`config.mk`:
```
export PLATFORM = sky130hd
export DESIGN_NAME = adxl_spi_responder_flat
export DESIGN_NICKNAME = d
export VERILOG_FILES = /design/src/rtl/adxl_spi_responder_if.sv /design/src/rtl/adxl_spi_responder.sv /design/src/flat_wrapper.sv
export SDC_FILE = /design/constraint.sdc
export NUM_CORES = 1
export LEC_CHECK = 0
export CORE_AREA = 5 5 186 277
export DETAILED_ROUTE_END_ITERATION = 16
export DIE_AREA = 0 0 191 282
export MAX_ROUTING_LAYER = met4
export PLACE_DENSITY = 0.75
export SETUP_SLACK_MARGIN = 0.4
export SLEW_MARGIN = 20
export SYNTH_ARGS = -nofsm -noshare
export SYNTH_HDL_FRONTEND = slang
export SYNTH_SLANG_ARGS = --single-unit
```
`constraint.sdc`:
```
create_clock -name clk -period 3.6 [get_ports clk]
set_input_delay 0.72 -clock clk [delete_from_list [all_inputs] [get_ports clk]]
set_output_delay 0.72 -clock clk [all_outputs]
set_load 0.005 [all_outputs]
```
`src/rtl/adxl_spi_responder_if.sv`:
```
// SPI bus between a command master and the ADXL362 register-file responder.
// Signals:
//   CS   - chip select, active low, driven by the master
//   SCLK - SPI clock, idle low (mode 0), driven by the master
//   MOSI - master-to-slave data, sampled by the slave on SCLK rise
//   MISO - slave-to-master data, changed by the slave on SCLK fall
interface adxl_spi_responder_if;
  logic CS;
  logic SCLK;
  logic MOSI;
  logic MISO;

  modport master (output CS, output SCLK, output MOSI, input MISO);
  modport slave  (input CS, input SCLK, input MOSI, output MISO);
endinterface

```
`src/rtl/adxl_spi_responder.sv`:
```
// SPI mode-0 slave emulating the ADXL362 register file. It answers the
// 3-byte write (0x0A) and read (0x0B) commands, including bursts with
// 6-bit address auto-increment.
// Ports:
//   clk, reset          - system clock, synchronous active-low reset
//   spi (slave modport) - CS/SCLK/MOSI in, MISO out
//   i_x/y/z_data        - accelerometer sample values (regs 0x08..0x0A)
//   i_temp_data         - temperature sample (regs 0x14/0x15)
//   i_sample_upd        - 1-clk pulse capturing the sample inputs
//   o_meas_en           - POWER_CTL[1:0] == 2'b10
//   o_filter_ctl        - mirror of FILTER_CTL (0x2C)
//   o_wr_strobe/addr/data - one pulse per committed write byte
//   o_cmd_err           - pulse on an unknown instruction byte
module adxl_spi_responder #(
  parameter int          ADDR_W    = 6,
  parameter logic [7:0]  DEVID_AD  = 8'hAD,
  parameter logic [7:0]  DEVID_MST = 8'h1D,
  parameter int          SYNC_STG  = 2
) (
  input  logic              clk,
  input  logic              reset,
  adxl_spi_responder_if.slave spi,
  input  logic [7:0]        i_x_data,
  input  logic [7:0]        i_y_data,
  input  logic [7:0]        i_z_data,
  input  logic [11:0]       i_temp_data,
  input  logic              i_sample_upd,
  output logic              o_meas_en,
  output logic [7:0]        o_filter_ctl,
  output logic              o_wr_strobe,
  output logic [ADDR_W-1:0] o_wr_addr,
  output logic [7:0]        o_wr_data,
  output logic              o_cmd_err
);
  localparam int NREG = 1 << ADDR_W;
  localparam logic [ADDR_W-1:0] A_DEVID_AD  = ADDR_W'('h00);
  localparam logic [ADDR_W-1:0] A_DEVID_MST = ADDR_W'('h01);
  localparam logic [ADDR_W-1:0] A_XDATA     = ADDR_W'('h08);
  localparam logic [ADDR_W-1:0] A_YDATA     = ADDR_W'('h09);
  localparam logic [ADDR_W-1:0] A_ZDATA     = ADDR_W'('h0A);
  localparam logic [ADDR_W-1:0] A_TEMP_L    = ADDR_W'('h14);
  localparam logic [ADDR_W-1:0] A_TEMP_H    = ADDR_W'('h15);
  localparam logic [ADDR_W-1:0] A_SOFT_RST  = ADDR_W'('h1F);
  localparam logic [ADDR_W-1:0] A_FILTER    = ADDR_W'('h2C);
  localparam logic [ADDR_W-1:0] A_POWER     = ADDR_W'('h2D);

  typedef enum logic [2:0] {
    S_IDLE, S_INSTR, S_ADDR_W, S_ADDR_R, S_WRITE, S_READ, S_IGNORE
  } state_t;

  state_t              r_state;
  logic [SYNC_STG-1:0] r_cs_sync, r_sclk_sync, r_mosi_sync;
  logic                r_cs_d, r_sclk_d;
  logic [2:0]          r_bit_cnt;
  logic [6:0]          r_rx_shift;
  logic [7:0]          r_tx_shift;
  logic [ADDR_W-1:0]   r_addr;
  logic                r_soft_arm;
  logic                r_pend_v;
  logic [7:0]          r_pend_x, r_pend_y, r_pend_z;
  logic [11:0]         r_pend_t;
  logic [7:0]          r_regs [NREG];

  logic       w_cs, w_sclk, w_mosi;
  logic       w_cs_rise, w_cs_fall, w_sclk_rise, w_sclk_fall;
  logic       w_byte_done, w_commit, w_arm_now;
  logic [7:0] w_byte, w_rd_val;

  function automatic logic f_read_only(input logic [ADDR_W-1:0] a);
    return (a == A_DEVID_AD) || (a == A_DEVID_MST) || (a == A_XDATA) ||
           (a == A_YDATA) || (a == A_ZDATA) || (a == A_TEMP_L) ||
           (a == A_TEMP_H) || (a == A_SOFT_RST);
  endfunction

  assign w_cs   = r_cs_sync[SYNC_STG-1];
  assign w_sclk = r_sclk_sync[SYNC_STG-1];
  assign w_mosi = r_mosi_sync[SYNC_STG-1];

  assign w_cs_rise   =  w_cs   & ~r_cs_d;
  assign w_cs_fall   = ~w_cs   &  r_cs_d;
  assign w_sclk_rise =  w_sclk & ~r_sclk_d;
  assign w_sclk_fall = ~w_sclk &  r_sclk_d;

  // Byte as it will look after this rise; only meaningful on the 8th rise.
  assign w_byte      = {r_rx_shift, w_mosi};
  assign w_byte_done = (r_state != S_IDLE) && w_sclk_rise && (r_bit_cnt == 3'd7);
  assign w_commit    = w_byte_done && (r_state == S_WRITE);
  assign w_arm_now   = w_commit && (r_addr == A_SOFT_RST) && (w_byte == 8'h52);

  always_comb begin
    w_rd_val = r_regs[r_addr];
    if (r_addr == A_DEVID_AD)       w_rd_val = DEVID_AD;
    else if (r_addr == A_DEVID_MST) w_rd_val = DEVID_MST;
    else if (r_addr == A_SOFT_RST)  w_rd_val = 8'h00;
  end

  assign spi.MISO     = r_tx_shift[7];
  assign o_meas_en    = (r_regs[A_POWER][1:0] == 2'b10);
  assign o_filter_ctl = r_regs[A_FILTER];

  always_ff @(posedge clk) begin
    if (!reset) begin
      // CS resets to "low" so a transaction already in flight is ignored
      // until CS is genuinely seen high.
      r_cs_sync   <= '0;
      r_sclk_sync <= '0;
      r_mosi_sync <= '0;
      r_cs_d      <= 1'b0;
      r_sclk_d    <= 1'b0;
      r_state     <= S_IDLE;
      r_bit_cnt   <= '0;
      r_rx_shift  <= '0;
      r_tx_shift  <= '0;
      r_addr      <= '0;
      r_soft_arm  <= 1'b0;
      r_pend_v    <= 1'b0;
      r_pend_x    <= '0;
      r_pend_y    <= '0;
      r_pend_z    <= '0;
      r_pend_t    <= '0;
      o_wr_strobe <= 1'b0;
      o_wr_addr   <= '0;
      o_wr_data   <= '0;
      o_cmd_err   <= 1'b0;
      for (int i = 0; i < NREG; i++) r_regs[ADDR_W'(i)] <= 8'h00;
    end else begin
      r_cs_sync   <= (r_cs_sync << 1)   | SYNC_STG'(spi.CS);
      r_sclk_sync <= (r_sclk_sync << 1) | SYNC_STG'(spi.SCLK);
      r_mosi_sync <= (r_mosi_sync << 1) | SYNC_STG'(spi.MOSI);
      r_cs_d      <= w_cs;
      r_sclk_d    <= w_sclk;
      o_wr_strobe <= 1'b0;
      o_cmd_err   <= 1'b0;

      if ((r_state != S_IDLE) && w_sclk_rise) begin
        r_bit_cnt  <= r_bit_cnt + 3'd1;
        r_rx_shift <= w_byte[6:0];
      end

      if (w_byte_done) begin
        case (r_state)
          S_INSTR: begin
            if (w_byte == 8'h0A)      r_state <= S_ADDR_W;
            else if (w_byte == 8'h0B) r_state <= S_ADDR_R;
            else begin
              r_state   <= S_IGNORE;
              o_cmd_err <= 1'b1;
            end
          end
          S_ADDR_W: begin
            r_addr  <= w_byte[ADDR_W-1:0];
            r_state <= S_WRITE;
          end
          S_ADDR_R: begin
            r_addr  <= w_byte[ADDR_W-1:0];
            r_state <= S_READ;
          end
          S_WRITE: begin
            o_wr_strobe <= 1'b1;
            o_wr_addr   <= r_addr;
            o_wr_data   <= w_byte;
            if (!f_read_only(r_addr)) r_regs[r_addr] <= w_byte;
            r_addr <= r_addr + ADDR_W'(1);
          end
          S_READ:  r_addr <= r_addr + ADDR_W'(1);
          default: ;
        endcase
      end

      if (w_arm_now) r_soft_arm <= 1'b1;

      // bit_cnt==0 on a fall means the previous byte just completed, so the
      // (possibly incremented) address is fetched for the new byte.
      if ((r_state == S_READ) && w_sclk_fall) begin
        if (r_bit_cnt == 3'd0) r_tx_shift <= w_rd_val;
        else                   r_tx_shift <= {r_tx_shift[6:0], 1'b0};
      end

      // Placed after the byte logic so a simultaneous 8th rise commits first.
      if (w_cs_rise) begin
        r_state    <= S_IDLE;
        r_bit_cnt  <= '0;
        r_tx_shift <= '0;
        r_soft_arm <= 1'b0;
        if (r_soft_arm || w_arm_now) begin
          for (int i = 0; i < NREG; i++)
            if (!f_read_only(ADDR_W'(i))) r_regs[ADDR_W'(i)] <= 8'h00;
        end
        if (r_pend_v) begin
          r_regs[A_XDATA]  <= r_pend_x;
          r_regs[A_YDATA]  <= r_pend_y;
          r_regs[A_ZDATA]  <= r_pend_z;
          r_regs[A_TEMP_L] <= r_pend_t[7:0];
          r_regs[A_TEMP_H] <= {4'b0000, r_pend_t[11:8]};
          r_pend_v         <= 1'b0;
        end
      end else if ((r_state == S_IDLE) && w_cs_fall) begin
        r_state <= S_INSTR;
      end

      // Samples never land mid-burst: while CS is low they wait for CS rise.
      if (i_sample_upd) begin
        if (w_cs) begin
          r_regs[A_XDATA]  <= i_x_data;
          r_regs[A_YDATA]  <= i_y_data;
          r_regs[A_ZDATA]  <= i_z_data;
          r_regs[A_TEMP_L] <= i_temp_data[7:0];
          r_regs[A_TEMP_H] <= {4'b0000, i_temp_data[11:8]};
        end else begin
          r_pend_v <= 1'b1;
          r_pend_x <= i_x_data;
          r_pend_y <= i_y_data;
          r_pend_z <= i_z_data;
          r_pend_t <= i_temp_data;
        end
      end
    end
  end
endmodule

```
`src/flat_wrapper.sv`:
```
// flat-port wrapper written by rule: the top's interface ports become plain ports
module adxl_spi_responder_flat 
#(
  parameter int          ADDR_W    = 6,
  parameter logic [7:0]  DEVID_AD  = 8'hAD,
  parameter logic [7:0]  DEVID_MST = 8'h1D,
  parameter int          SYNC_STG  = 2
)
  (clk, reset, i_x_data, i_y_data, i_z_data, i_temp_data, i_sample_upd, o_meas_en, o_filter_ctl, o_wr_strobe, o_wr_addr, o_wr_data, o_cmd_err, spi_CS, spi_SCLK, spi_MOSI, spi_MISO);
  adxl_spi_responder_if spi_i ();
  input  logic clk;
  input  logic reset;
  input  logic [7:0] i_x_data;
  input  logic [7:0] i_y_data;
  input  logic [7:0] i_z_data;
  input  logic [11:0] i_temp_data;
  input  logic i_sample_upd;
  output logic o_meas_en;
  output logic [7:0] o_filter_ctl;
  output logic o_wr_strobe;
  output logic [ADDR_W-1:0] o_wr_addr;
  output logic [7:0] o_wr_data;
  output logic o_cmd_err;
  input wire logic [$bits(spi_i.CS)-1:0] spi_CS;
  input wire logic [$bits(spi_i.SCLK)-1:0] spi_SCLK;
  input wire logic [$bits(spi_i.MOSI)-1:0] spi_MOSI;
  output wire logic [$bits(spi_i.MISO)-1:0] spi_MISO;
  assign spi_i.CS = spi_CS;
  assign spi_i.SCLK = spi_SCLK;
  assign spi_i.MOSI = spi_MOSI;
  assign spi_MISO = spi_i.MISO;
  adxl_spi_responder #(.ADDR_W(ADDR_W), .DEVID_AD(DEVID_AD), .DEVID_MST(DEVID_MST), .SYNC_STG(SYNC_STG)) u_core (.clk(clk), .reset(reset), .spi(spi_i), .i_x_data(i_x_data), .i_y_data(i_y_data), .i_z_data(i_z_data), .i_temp_data(i_temp_data), .i_sample_upd(i_sample_upd), .o_meas_en(o_meas_en), .o_filter_ctl(o_filter_ctl), .o_wr_strobe(o_wr_strobe), .o_wr_addr(o_wr_addr), .o_wr_data(o_wr_data), .o_cmd_err(o_cmd_err));
endmodule
```
==> run summary, run 1 <==
==============================================================================
Run status ...................................................... finished, final reports clean
Residual antenna-violating net count after detailed routing .....            0
Ys Warns ........................................................            0
Area share of the leading cell type in the synthesized netlist ..        0.356
Remaining global-route overflow .................................            0
Final count of hold timing violations ...........................            0
Final routed DRC violation total ................................            0
Number of vias per cell .........................................         6.60
Critical Path Sink Type .........................................         flop
Cell type contributing the most total cell area after synthesis . sky130_fd_sc_hd__edfxtp_1
Count of final max-slew check failures ..........................            0
Initial antenna violation count .................................            0
Required time at the worst-slack endpoint .......................      3.95 ns
Htree depth .....................................................            2
Sort of element at the start of the critical path ...............         flop
Number of fillers in the final layout ...........................         3729
Global Route Usage Sum ..........................................        0.332
Worst setup slack before clock tree synthesis ...................     0.105 ns
Number of vias in the routed layout .............................        22200
Critical path's slowest cell .................................... sky130_fd_sc_hd__o21ai_2
RSZ-0062 raised after global routing ............................         true
Shortest clock period the worst path allows after layout ........      3.16 ns
Kind of cell adding the most delay to the critical path ......... compound AO/OA/AOI/OAI gates
Final weighted congestion in routability-driven placement .......         1.01
Die Span Y ......................................................  282 microns
Cell area after technology mapping ..............................  28000 sq um
Class of the tightest hold or removal check .....................      reg2reg
Netlist cell types ..............................................           75
Maximum fanout encountered on the critical timing path ..........           20
Number of global-route vias before repair .......................        21500
Top cells by area, synth ........................................ sky130_fd_sc_hd__edfxtp_1, sky130_fd_sc_hd__dfxtp_1, sky130_fd_sc_hd__mux4_2
Clk pin slew, worst setup/hold paths ............................      0.06 ns
CTS tree ........................................................        built
Full die area ...................................................  53900 sq um
Leading cell types by count after synthesis ..................... sky130_fd_sc_hd__nand2_1, sky130_fd_sc_hd__nor2_1, sky130_fd_sc_hd__edfxtp_1, sky130_fd_sc_hd__a21oi_1, sky130_fd_sc_hd__dfxtp_1
Buffer levels on the longest clock path .........................            3
Count of flip-flops with a built-in enable after synthesis ......          332
Critical path type ..............................................      reg2reg
Initial cell density of the core ................................        0.574
Largest net degree at the start of global routing ...............          194
Async SR Flop Fraction ..........................................            0
Area Growth Syn to Fin ..........................................        12.5%
Worst-case clock skew ...........................................    0.0216 ns
Fraction of layout cells with a size suffix above 1 .............        0.153
Synthesized flop and latch total ................................          607
Inserted Clock Buffers ..........................................           56
Post-route worst hold slack .....................................     0.428 ns
Row count .......................................................           99
Max rail drop VDD ...............................................     0.378 mV
First-pass DRT Iterations .......................................            7
Crit path buf inv count .........................................            2
Headroom to the max-slew limit ..................................        0.370
Share of the clock period used by the worst path after layout ...        0.877
Fmax ............................................................      317 MHz
Net count after synthesis .......................................         2701
Sink Count ......................................................          607
Peak per-stage delay on the critical path .......................      0.71 ns
Starting DRC count in detailed routing ..........................         2933
Pwr dens ........................................................  452 nW/um^2
Post-DR wirelength/cell ......................................... 26.4 microns
Data arrival time of the critical path ..........................      3.51 ns
Count of input and output buffers ...............................           67
Number of max-cap violations ....................................            0
Chip Width ......................................................  191 microns
I/O pin total ...................................................           68
Sequential-to-total area share from yosys stat ..................        0.553
DPL Wire Length ................................................. 60800 microns
Avg Inst Size Synth .............................................   10.5 sq um
Standby leakage power ...........................................   0.00999 uW
Drt total wl .................................................... 88800 microns
Root cell of the clock tree ..................................... sky130_fd_sc_hd__clkbuf_16
# setup viols final .............................................            0
Cells after Synth ...............................................         2652
# nets final ....................................................         2706
Count leader, synth ............................................. sky130_fd_sc_hd__nand2_1
Wire length of the first global-routing pass .................... 131000 microns
Post-route worst setup slack ....................................     0.441 ns
Total negative slack ............................................         0 ns
Tightest Pin Transition .........................................     0.940 ns
Clock insertion delay at the later pin of the skew report .......      0.61 ns
Most common flop cell mapped by yosys ........................... sky130_fd_sc_hd__edfxtp_1
Cell-by-cell trace of the critical path ......................... ha_1 > ha_1 > and4bb_2 > and2_1 > a41o_1 > o21ai_2 > buf_4 > o21ai_0 > buf_4
Core Region .....................................................  48700 sq um
==============================================================================
==> where the power goes <==
group / internal (uW) / switching (uW) / total [uW]
Clock: 3560 / 2650 / 6200
Sequential: 7460 / 70.6 / 7530
Combinational: 183 / 306 / 489
==> per-stage QoR <==
stage | cells | total power [uW] | area [sq um] | utilization
floorplan | 2652 | 7900 | 28000 | -
global placement | 3251 | 8150 | 29500 | 0.605
detailed placement | 3251 | 8170 | 29500 | 0.605
CTS | 3356 | 14200 | 31400 | 0.645
global route | 3359 | 14600 | 31500 | 0.646
finish | 3360 | 14200 | 31500 | 0.646
==> sequential cells by signal (all words and copies together), names as in the netlist, 2 cells and up, named ones only <==
signal and count:
u_core.o_wr_addr 6, u_core.o_wr_data 8, u_core.r_addr 6, u_core.r_bit_cnt 3, u_core.r_cs_sync 2, u_core.r_mosi_sync 2, u_core.r_pend_t 12, u_core.r_pend_x 8
u_core.r_pend_y 8, u_core.r_pend_z 8, u_core.r_regs 512, u_core.r_rx_shift 7, u_core.r_sclk_sync 2, u_core.r_state 3, u_core.r_tx_shift 8
==> worst register-to-register path: cells and delay by family, from the launching register on <==
kind	cells	cell delay, ns
AOI/OAI and AO/OA	3	1.09
buffers and inverters	2	0.62
adders and majority gates	2	0.42
DFF	1	0.34
and+or+nand+nor	2	0.44
==> final timing paths <==
kind                            cells past startpoint  slack [ns]                  start               endpoint
worst min-delay path                                1        0.43  u_core.r_mosi_sync[0]  u_core.r_mosi_sync[1]
worst min register to register                      1        0.43  u_core.r_mosi_sync[0]  u_core.r_mosi_sync[1]
worst max register to register                      9        0.44    u_core.r_bit_cnt[0]   u_core.r_regs[46][0]
worst max-delay path                                9        0.44    u_core.r_bit_cnt[0]   u_core.r_regs[46][0]
==> repair_timing <==
action / 4_1_cts / 5_1_grt
buffers inserted: 1 / 2
pin swaps: 1 / 3
gates cloned: 0 / 1
hold buffers: 0 / 0
setup endpoints to repair: 200 / 132
gates resized for setup: 2 / 5
==> area by class of cell <==
class                           instances  area (sq um)  share of cell area
Antenna cell                            1          2.50           0.0000795
Clock buffer                           80          1690              0.0537
Timing Repair Buffer                  197          1730              0.0551
Sequential cell                       607         15500               0.493
Multi-Input combinational cell       1786         11400               0.364
Clock inverter                         24           239             0.00760
Inverter                                9          33.8             0.00107
Tap cell                              656           821              0.0261
==> layout by cell type, fill, tap and decap left out, types with 10 or more instances in the layout <==
cell type / count
sky130_fd_sc_hd__nand2_1: 400
sky130_fd_sc_hd__nor2_1: 337
sky130_fd_sc_hd__edfxtp_1: 332
sky130_fd_sc_hd__a21oi_1: 312
sky130_fd_sc_hd__dfxtp_1: 264
sky130_fd_sc_hd__nand3_1: 212
sky130_fd_sc_hd__mux4_2: 132
sky130_fd_sc_hd__buf_4: 121
sky130_fd_sc_hd__clkdlybuf4s50_1: 66
sky130_fd_sc_hd__o21ai_0: 64
sky130_fd_sc_hd__clkbuf_16: 62
sky130_fd_sc_hd__and4_1: 45
sky130_fd_sc_hd__nor3_1: 30
sky130_fd_sc_hd__mux2i_1: 24
sky130_fd_sc_hd__nand4_1: 19
sky130_fd_sc_hd__and2_1: 14
sky130_fd_sc_hd__nand2b_1: 14
sky130_fd_sc_hd__a211oi_1: 13
sky130_fd_sc_hd__nor2b_1: 12
sky130_fd_sc_hd__a31oi_1: 11
sky130_fd_sc_hd__clkbuf_1: 11
sky130_fd_sc_hd__nor4_4: 10
==> routing by layer <==
layer | track usage | wire length [microns] | up-vias
met5 | - | 0 | -
met1 | 0.381 | 29600 | 10900
met3 | 0.0473 | 7920 | 327
met4 | 0.196 | 6900 | 0
li1 | - | - | 9600
met2 | 0.558 | 44300 | 1401
==> cells by family (layout without fill, tap and decap cells) <==
| logic type | after synthesis | after routing | share of synthesized area |
|---|---|---|---|
| AOI/OAI and AO/OA | 455 | 455 | 0.0891 |
| xor gates and xnor gates | 3 | 3 | 0.000940 |
| adders and majority gates | 7 | 7 | 0.00313 |
| buffers and inverters | 260 | 310 | 0.0401 |
| DFF | 607 | 607 | 0.553 |
| muxes | 163 | 163 | 0.118 |
| other | 0 | 1 | 0 |
| and+or+nand+nor | 1157 | 1158 | 0.196 |
No activity file was read; power rests on OpenSTA's default activity.
==> inputs of run 2 (changes only) <==
Settings changed: CTS_BUF_LIST set to sky130_fd_sc_hd__clkbuf_2.
==> run summary, run 2 (synthesized netlist as in run 1, its figures left out) <==
=====================================================================================
Initial antenna violation count ........................................            4   was 0
Total routed wire length on the met1 layer ............................. 30200 microns   was 29600 microns
Worst-case clock skew ..................................................     0.114 ns   was 0.0216 ns
Tightest Pin Transition ................................................     0.966 ns   was 0.940 ns
Wire length of the first global-routing pass ........................... 132000 microns   was 131000 microns
Number of global-route vias before repair ..............................        22300   was 21500
Post-DR wirelength/cell ................................................ 25.5 microns   was 26.4 microns
Headroom to the max-slew limit .........................................        0.356   was 0.370
Largest registers ranked by flip-flop count ............................ u_core.r_regs x512, u_core.r_pend_t x12   unchanged
Largest net degree at the start of global routing ......................          194   unchanged
Standby leakage power ..................................................    0.0100 uW   was 0.00999 uW
Data arrival time of the critical path .................................      3.96 ns   was 3.51 ns
Final count of hold timing violations ..................................            0   unchanged
Most frequent cells in the layout ...................................... sky130_fd_sc_hd__nand2_1, sky130_fd_sc_hd__nor2_1, sky130_fd_sc_hd__edfxtp_1   unchanged
Post-route worst hold slack ............................................     0.138 ns   was 0.428 ns
DPL Wire Length ........................................................ 60800 microns   unchanged
Top sig layer ..........................................................         met4   unchanged
Endpoint of the worst hold-timing path ................................. u_core.r_pend_y[3]   was u_core.r_mosi_sync[1]
Required time at the worst-slack endpoint ..............................      4.42 ns   was 3.95 ns
Remaining global-route overflow ........................................            0   unchanged
Critical Path Sink Type ................................................         flop   unchanged
Final routed DRC violation total .......................................            0   unchanged
Pwr dens ...............................................................  406 nW/um^2   was 452 nW/um^2
Global Route Usage Sum .................................................        0.338   was 0.332
# nets final ...........................................................         2794   was 2706
Die Span Y .............................................................  282 microns   unchanged
Most frequent standard cell in the layout excluding fill and tap cells . sky130_fd_sc_hd__nand2_1   unchanged
Run status ............................................................. finished, final reports clean   unchanged
Critical path type .....................................................      reg2reg   unchanged
RR Endpoint ............................................................ u_core.r_regs[39][2]   was u_core.r_regs[46][0]
# placed instances .....................................................         3251   unchanged
Residual antenna-violating net count after detailed routing ............            0   unchanged
Area Growth Syn to Fin .................................................        10.4%   was 12.5%
Clock insertion delay at the later pin of the skew report ..............      1.15 ns   was 0.61 ns
Inserted Clock Buffers .................................................          141   was 56
Post-layout power ......................................................     12500 uW   was 14200 uW
Reg-to-reg startpoint .................................................. u_core.r_bit_cnt[0]   unchanged
Clk pin slew, worst setup/hold paths ...................................      0.12 ns   was 0.06 ns
Full die area ..........................................................  53900 sq um   unchanged
Fmax ...................................................................      319 MHz   was 317 MHz
Total negative slack ...................................................         0 ns   unchanged
Count of final max-slew check failures .................................            0   unchanged
Chip Width .............................................................  191 microns   unchanged
Number of vias per cell ................................................         6.47   was 6.60
I/O pin total ..........................................................           68   unchanged
CTS tree ...............................................................        built   unchanged
Met2 WL ................................................................ 44600 microns   was 44300 microns
Class of the tightest hold or removal check ............................       in2reg   was reg2reg
RSZ-0062 raised after global routing ...................................         true   unchanged
Worst setup startpoint ................................................. u_core.r_bit_cnt[0]   unchanged
Count of input and output buffers ......................................           67   unchanged
First-pass DRT Iterations ..............................................            6   was 7
Initial cell density of the core .......................................        0.574   unchanged
# setup viols final ....................................................            0   unchanged
Max rail drop VDD ......................................................     0.270 mV   was 0.378 mV
Total length of routed met3 wires ...................................... 8090 microns   was 7920 microns
Register bank with the most flops ...................................... u_core.r_regs   unchanged
Fraction of layout cells with a size suffix above 1 ....................        0.192   was 0.153
Depth of the worst register-to-register path ...........................           11   was 9
Sort of element at the start of the critical path ......................         flop   unchanged
Max FFs per register ...................................................          512   unchanged
Hold Startpoint ........................................................  i_y_data[3]   was u_core.r_mosi_sync[0]
Non-Filler Cell Area, Final ............................................  30900 sq um   was 31500 sq um
Buffer levels on the longest clock path ................................            3   unchanged
Root cell of the clock tree ............................................ sky130_fd_sc_hd__clkbuf_2   was sky130_fd_sc_hd__clkbuf_16
Reg2reg setup slack ....................................................      0.46 ns   was 0.44 ns
Shortest clock period the worst path allows after layout ...............      3.14 ns   was 3.16 ns
Share of the clock period used by the worst path after layout ..........        0.872   was 0.877
Hold-critical path depth ...............................................            3   was 1
Drt total wl ........................................................... 89400 microns   was 88800 microns
Number of vias in the routed layout ....................................        22700   was 22200
Starting DRC count in detailed routing .................................         2844   was 2933
Final weighted congestion in routability-driven placement ..............         1.01   unchanged
Final cell count without fillers .......................................         3502   was 3360
Number of max-cap violations ...........................................            0   unchanged
Maximum fanout encountered on the critical timing path .................           17   was 20
Sink Count .............................................................          607   unchanged
Htree depth ............................................................            4   was 2
Total placed instance area .............................................  29500 sq um   unchanged
Row count ..............................................................           99   unchanged
Core Region ............................................................  48700 sq um   unchanged
=====================================================================================
==> run 2: cell types whose count changed in the layout (fill, tap and decap cells not counted), sizes merged <==
cell,before,now
diode,1,4
clkinv,16,33
buf,131,133
clkbuf,80,199
dlygate4sd3,0,1
==> run 2: layout make-up <==
type | count | area [sq um]
multi-input cells | 1786 | 11500
flip-flops and latches | 607 | 15500
repair buffers | 200 | 1750
well taps | 656 | 821
diodes | 4 | 10.0
inverters | 9 | 33.8
clock inverters | 41 | 297
fillers | 3889 | 17800
clock buffers | 199 | 996
==> run 2: metal layers <==
| layer | vias to the layer above | GRT usage |
|---|---|---|
| li1 | 9863 | - |
| met1 | 11000 | 0.378 |
| met2 | 1445 | 0.562 |
| met3 | 349 | 0.0627 |
| met4 | 0 | 0.204 |
| met5 | - | - |
==> run 2: stage by stage <==
step / util / setup WS [ns]
floorplan: - / 0.418
global route: 0.634 / 0.330
finish: 0.634 / 0.461
global placement: 0.605 / 0.164
detailed placement: 0.605 / 0.105
CTS: 0.632 / 0.401
==> run 2: how the worst max path moves through the flow <==
stage                           endpoint  slack [ns]  cells after the start
global route        u_core.r_regs[39][2]        0.33                     11
floorplan           u_core.r_regs[44][0]        0.42                     10
global placement    u_core.r_regs[35][6]        0.16                      9
detailed placement  u_core.r_regs[34][6]        0.11                      9
finish              u_core.r_regs[39][2]        0.46                     11
CTS                 u_core.r_regs[51][2]        0.40                     10
==> run 2: critical path, stage by stage, from the launching register on <==
cell,delay (ns)
sky130_fd_sc_hd__dfxtp_1,0.39
sky130_fd_sc_hd__ha_1,0.17
sky130_fd_sc_hd__ha_1,0.18
sky130_fd_sc_hd__and4bb_2,0.29
sky130_fd_sc_hd__nand2_4,0.16
sky130_fd_sc_hd__a2111o_2,0.52
sky130_fd_sc_hd__nor2_4,0.26
sky130_fd_sc_hd__buf_4,0.18
sky130_fd_sc_hd__nand4_1,0.08
sky130_fd_sc_hd__buf_4,0.21
sky130_fd_sc_hd__o21ai_0,0.20
sky130_fd_sc_hd__buf_4,0.22
==> run 2: timing repair <==
action / 4_1_cts / 5_1_grt
setup endpoints to repair: 219 / 164
gates resized for setup: 2 / 16
pin swaps: 1 / 3
endpoints found under the hold margin: 1 / 0
hold buffers: 1 / 0
gates cloned: 0 / 1
setup buffers: 1 / 4
==> run 2: where the power goes <==
group / internal, uW / switching [uW]
Sequential: 7460 / 70.8
Combinational: 184 / 308
Clock: 1780 / 2740
